[src/rtl/ifu_fetch_queue.sv]
// ----------------------------------------------------------------------------
// ifu_fetch_queue
//
// Fetch controller in front of the ICache. It owns the fetch PC and presents
// it to the cache every cycle. On a hit, it captures {pc, inst} into a small
// FIFO and hands the head entry to the IDU over a valid/ready handshake.
// A redirect from EXU (branch/jump/trap, optionally with fence.i) flushes the
// FIFO and reloads the PC.
//
// Parameters
//   RESET_PC : PC value loaded on reset
//   QDEPTH   : FIFO entries (power of two, >= 2)
//
// Ports
//   clock           in   clock
//   reset           in   synchronous, active-high reset
//   redirect_valid  in   reload PC and flush FIFO this cycle
//   redirect_pc     in   new PC (bits [1:0] are forced to 00)
//   fencei_req      in   fence.i retiring (only meaningful with redirect_valid)
//   icache_addr     out  fetch address (the PC register)
//   icache_hit      in   cache hit for icache_addr, same cycle
//   icache_inst     in   instruction word for icache_addr, same cycle
//   icache_fencei   out  one-cycle cache invalidate pulse
//   out_valid       out  FIFO head valid
//   out_ready       in   IDU accepts head
//   out_pc          out  PC of head entry
//   out_inst        out  instruction of head entry
//   stall_cnt       out  miss-stall cycle counter (only with IFU_STALL_CNT_EN)
//
// Optional feature: define IFU_STALL_CNT_EN to add the stall_cnt port. It
// counts (wrapping) every cycle where fetch is blocked purely by a cache miss.
// ----------------------------------------------------------------------------
module ifu_fetch_queue #(
    parameter logic [31:0] RESET_PC = 32'h3000_0000,
    parameter int          QDEPTH   = 2
) (
    input  logic        clock,
    input  logic        reset,
    input  logic        redirect_valid,
    input  logic [31:0] redirect_pc,
    input  logic        fencei_req,
    output logic [31:0] icache_addr,
    input  logic        icache_hit,
    input  logic [31:0] icache_inst,
    output logic        icache_fencei,
    output logic        out_valid,
    input  logic        out_ready,
    output logic [31:0] out_pc,
    output logic [31:0] out_inst
`ifdef IFU_STALL_CNT_EN
    ,
    output logic [31:0] stall_cnt
`endif
);

    localparam int             AW         = $clog2(QDEPTH);
    localparam logic [AW:0]    QDEPTH_CNT = (AW + 1)'(QDEPTH);

    // Pointers carry one extra wrap bit so full and empty are distinguishable.
    logic [AW:0]   rd_ptr_reg, rd_ptr_next;
    logic [AW:0]   wr_ptr_reg, wr_ptr_next;
    logic [31:0]   pc_reg, pc_next;
    logic [AW:0]   count;
    logic          full;
    logic          deq;
    logic          enq;

    logic [31:0]   entry_pc   [QDEPTH];
    logic [31:0]   entry_inst [QDEPTH];

    assign count     = wr_ptr_reg - rd_ptr_reg;
    assign full      = (count == QDEPTH_CNT);
    assign out_valid = (count != '0);
    assign deq       = out_valid & out_ready;
    // A full FIFO still accepts when the head leaves in the same cycle.
    assign enq       = icache_hit & ~redirect_valid & (~full | deq);

    assign icache_addr   = pc_reg;
    assign icache_fencei = redirect_valid & fencei_req & ~reset;

    // Storage: one register pair per entry. The head is read combinationally
    // so an entry written at edge N is visible during cycle N+1.
    generate
        for (genvar gi = 0; gi < QDEPTH; gi++) begin : g_entry
            logic [31:0] entry_pc_reg;
            logic [31:0] entry_inst_reg;
            logic        entry_we;

            assign entry_we = enq & (wr_ptr_reg[AW-1:0] == AW'(gi));

            always_ff @(posedge clock) begin
                if (entry_we) begin
                    entry_pc_reg   <= pc_reg;
                    entry_inst_reg <= icache_inst;
                end
            end

            assign entry_pc[gi]   = entry_pc_reg;
            assign entry_inst[gi] = entry_inst_reg;
        end
    endgenerate

    assign out_pc   = entry_pc[rd_ptr_reg[AW-1:0]];
    assign out_inst = entry_inst[rd_ptr_reg[AW-1:0]];

    always_comb begin
        rd_ptr_next = rd_ptr_reg;
        wr_ptr_next = wr_ptr_reg;
        pc_next     = pc_reg;
        if (redirect_valid) begin
            // Redirect wins over everything: flush, drop the handshake, reload.
            rd_ptr_next = '0;
            wr_ptr_next = '0;
            pc_next     = redirect_pc & 32'hFFFF_FFFC;
        end else begin
            if (deq) begin
                rd_ptr_next = rd_ptr_reg + 1'b1;
            end
            if (enq) begin
                wr_ptr_next = wr_ptr_reg + 1'b1;
                pc_next     = pc_reg + 32'd4;
            end
        end
    end

    always_ff @(posedge clock) begin
        if (reset) begin
            rd_ptr_reg <= '0;
            wr_ptr_reg <= '0;
            pc_reg     <= RESET_PC;
        end else begin
            rd_ptr_reg <= rd_ptr_next;
            wr_ptr_reg <= wr_ptr_next;
            pc_reg     <= pc_next;
        end
    end

`ifdef IFU_STALL_CNT_EN
    logic [31:0] stall_cnt_reg;

    // Only miss-induced stalls count; back-pressure (full) and redirects don't.
    always_ff @(posedge clock) begin
        if (reset) begin
            stall_cnt_reg <= '0;
        end else if (~icache_hit & ~redirect_valid & ~full) begin
            stall_cnt_reg <= stall_cnt_reg + 32'd1;
        end
    end

    assign stall_cnt = stall_cnt_reg;
`endif

endmodule

[config.mk]
export PLATFORM = sky130hd
export DESIGN_NAME = ifu_fetch_queue
export DESIGN_NICKNAME = d
export VERILOG_FILES = /design/src/rtl/ifu_fetch_queue.sv
export SDC_FILE = /design/constraint.sdc
export NUM_CORES = 1
export LEC_CHECK = 0
export ABC_AREA = 0
export ABC_CLOCK_PERIOD_IN_PS = 7500
export BUFFER_PORTS_ARGS = -buffer_cell sky130_fd_sc_hd__buf_4
export CAP_MARGIN = 10
export CORE_ASPECT_RATIO = 1.25
export CORE_MARGIN = 2
export CORE_UTILIZATION = 33
export CTS_CLUSTER_SIZE = 40
export DETAILED_ROUTE_END_ITERATION = 16
export SETUP_SLACK_MARGIN = 0.15
export SYNTH_ARGS = -nofsm -noshare
export SYNTH_HDL_FRONTEND = slang
export SYNTH_SLANG_ARGS = --single-unit
[constraint.sdc]
create_clock -name clock -period 7.5 [get_ports clock]
set_clock_uncertainty 0.2 [all_clocks]
set_input_delay 1.125 -clock clock [delete_from_list [all_inputs] [get_ports clock]]
set_output_delay 1.125 -clock clock [all_outputs]
set_load 0.1 [all_outputs]
==> flow_metrics.tcl <==
set metrics [dict create \
    rsz0062_at_grt "no" \
    cpMostUsedCell "buf_4" \
    critPathKind "input port to primary output" \
    cp.depth 4 \
    clock_path_buffers 2 \
    ant_nets 0 \
    fin_nets 660 \
    grt_pass1_vias 4276 \
    crit_fanout 24 \
    regArea_um2 4410 \
    cts_hold_buf 0 \
    r2r_end "g_entry[0].entry_pc_reg[31]" \
    die_h_um 161 \
    p_per_area_nw_per_um2 258 \
    synth.most_common_cell "edfxtp_1" \
    layout_min_cycle_time_ps 3630 \
    rows 57 \
    gr-usage-all-layers_pct 14.2 \
    reg2reg_slack_ps 4370 \
    slew_violations 0 \
    synth_cell_types 45 \
    clk_pin_slew_ps 70 \
    cts_setup_buffers 0 \
    start_util_pct 33.6 \
    coreArea_um2 19400 \
    dr.pass1.iters 4 \
    async_flop_share_pct 0 \
    hold_ws_ps 346 \
    multi_input_area_um2 1980 \
    viasPerCell 4.76 \
    finalSetupViolCount 0 \
    vias 4129 \
    wl_per_cell_um 17.1 \
    synth_top_area_cell "edfxtp_1" \
    critical-path-top-delay-family "buffers and inverters" \
    max_clock_freq_mhz 276 \
    synth-main-ff-cell "edfxtp_1" \
    grt_max_degree 66 \
    grt_pass1_wl_um 22600 \
    fillers 1818 \
    finalCoreUtilization_pct 44.0 \
    syn_inst 427 \
    dieArea_um2 20900 \
    synth_common_cells "edfxtp_1, mux2_2, dfxtp_1" \
    setup_ws_ps 3870 \
    crit_end "icache_fencei" \
    drtIter0Drc 173 \
    synth_warnings 0 \
    critPathCaptureType "primary output" \
    ys_seq_elements 158 \
    numCtsBuffers 17 \
    synth_edf_count 124 \
    place_hpwl_um 9910 \
    tns_ps 0 \
    grt.overflow.total 0 \
    cp_slowest_stage_delay_ps 360 \
    clockRootBuffer "clkbuf_16" \
    area_growth_syn_to_layout_pct 31.0 \
    ir_drop_v 0.000131 \
    antenna-diode-count 0 \
    cts_sinks 158 \
    p_leak_nw 3.04 \
    crit_chain "buf_4 -> clkinv_1 -> and3_1 -> buf_4" \
    clock_latency_ps 420 \
    status "complete, no violations" \
    startpoint "reset" \
    portBuffers 161 \
    seq_area_frac_synth_pct 67.6 \
    htree_levels 4 \
    crit_arrival_ps 2300 \
    syn_avg_cell_area_um2 15.3 \
    drive_gt1_share_pct 47.8 \
    synth_area_um2 6510 \
    ys_top_cells_by_area "edfxtp_1, mux2_2, dfxtp_1" \
    tritoncts "built" \
    period_share_pct 48.3 \
    dp_slack_ps 3860 \
    worstHoldPathType "register to register" \
    drt_wl_total_um 14800 \
    maxCapViolations 0 \
    relSlewSlack_pct 35.2 \
    die_x_um 130 \
    tightest_slew_ps 971 \
    critPathBufInv 3 \
    gp_congestion 0.713 \
    reg2regPathDepth 4 \
    top_level_ports 168 \
    hold_viol 0 \
    largest_register_ffs 64 \
    critPathSlowestCell "clkinv_1" \
    worst_setup_path_start_kind "input port" \
    yosysTopAreaCellShare_pct 57.2 \
    post_cts_resized 0 \
    crit_required_ps 6170 \
    r2r-start "rd_ptr_reg[0]" \
    drc 0 \
    grt_antenna_before_repair 0 \
]
## worst min path at each step
stage	startpoint	to	slack, ps	depth (start not counted)
floorplan	rd_ptr_reg[1]	rd_ptr_reg[1]	300	2
global placement	rd_ptr_reg[1]	rd_ptr_reg[1]	320	2
detailed placement	wr_ptr_reg[1]	wr_ptr_reg[1]	340	2
CTS	icache_addr[31]	g_entry[0].entry_pc_reg[31]	360	0
global route	icache_addr[19]	g_entry[0].entry_pc_reg[19]	370	0
finish	icache_addr[20]	g_entry[1].entry_pc_reg[20]	350	0
## layout by cell type (no fill, tap or decap), types with 2 or more instances in the layout
cell,n
buf_4,165
edfxtp_1,124
mux2_2,63
dfxtp_1,33
nor2_1,26
xnor2_1,24
nand2_1,18
a211oi_1,17
clkbuf_16,17
nor3_2,10
nand3_1,10
o21ai_0,9
a21oi_1,7
nand4_1,6
nor4_2,6
xor2_1,5
inv_6,5
and3_1,4
and4_1,4
a311oi_1,4
conb_1,4
clkinvlp_4,4
or3_1,3
clkinv_2,3
clkinv_1,2
nor4_1,2
o21a_1,2
nor4_4,2
inv_1,2
clkinv_4,2
## per-layer routing
metal / wire (µm) / vias to the layer above / track usage, %
met5: 0 / - / 0
met4: 209 / 0 / 5.47
met3: 869 / 15 / 3.54
met2: 7420 / 124 / 24.2
met1: 6290 / 2048 / 17.0
li1: - / 1942 / -
## power breakdown
part	switching (W)	internal [W]	total [W]
Clock	0.000357	0.000460	0.000817
Sequential	0.0000313	0.000981	0.00101
Combinational	0.000285	0.0000904	0.000375
## worst register-to-register path, stage by stage (launching register included)
cell,delay (ps)
dfxtp_4,970
xor2_2,270
o31ai_4,880
nor3_2,100
buf_4,370
## layout make-up
| type | instances | area share [%] |
|---|---|---|
| clock buffers | 17 | 4.98 |
| clock inverters | 15 | 1.60 |
| inverters | 4 | 0.176 |
| repair buffers | 165 | 14.5 |
| well taps | 265 | 3.88 |
| multi-input cells | 243 | 23.2 |
| flip-flops and latches | 158 | 51.6 |
## logic make-up (layout without fill, tap and decap cells)
| group | Yosys count | count (layout) | synth area share (%) |
|---|---|---|---|
| xor+xnor | 30 | 30 | 4.15 |
| mux | 63 | 63 | 10.9 |
| flops | 158 | 158 | 67.6 |
| other cells | 1 | 4 | 0.0576 |
| buf+inv | 29 | 201 | 2.29 |
| simple gates | 98 | 98 | 9.49 |
| fa+ha+maj | 1 | 1 | 0.192 |
| compound gates | 47 | 47 | 5.32 |
## stage by stage
step           std cells  power, W  instance area [µm²]
6_report             867   0.00221                 8540
5_1_grt              867   0.00228                 8540
4_1_cts              867   0.00223                 8540
3_5_place_dp         835   0.00141                 7970
3_3_place_gp         835   0.00140                 7970
2_1_floorplan        430   0.00131                 6530
Note: power is estimated with default switching activity, not from simulation.
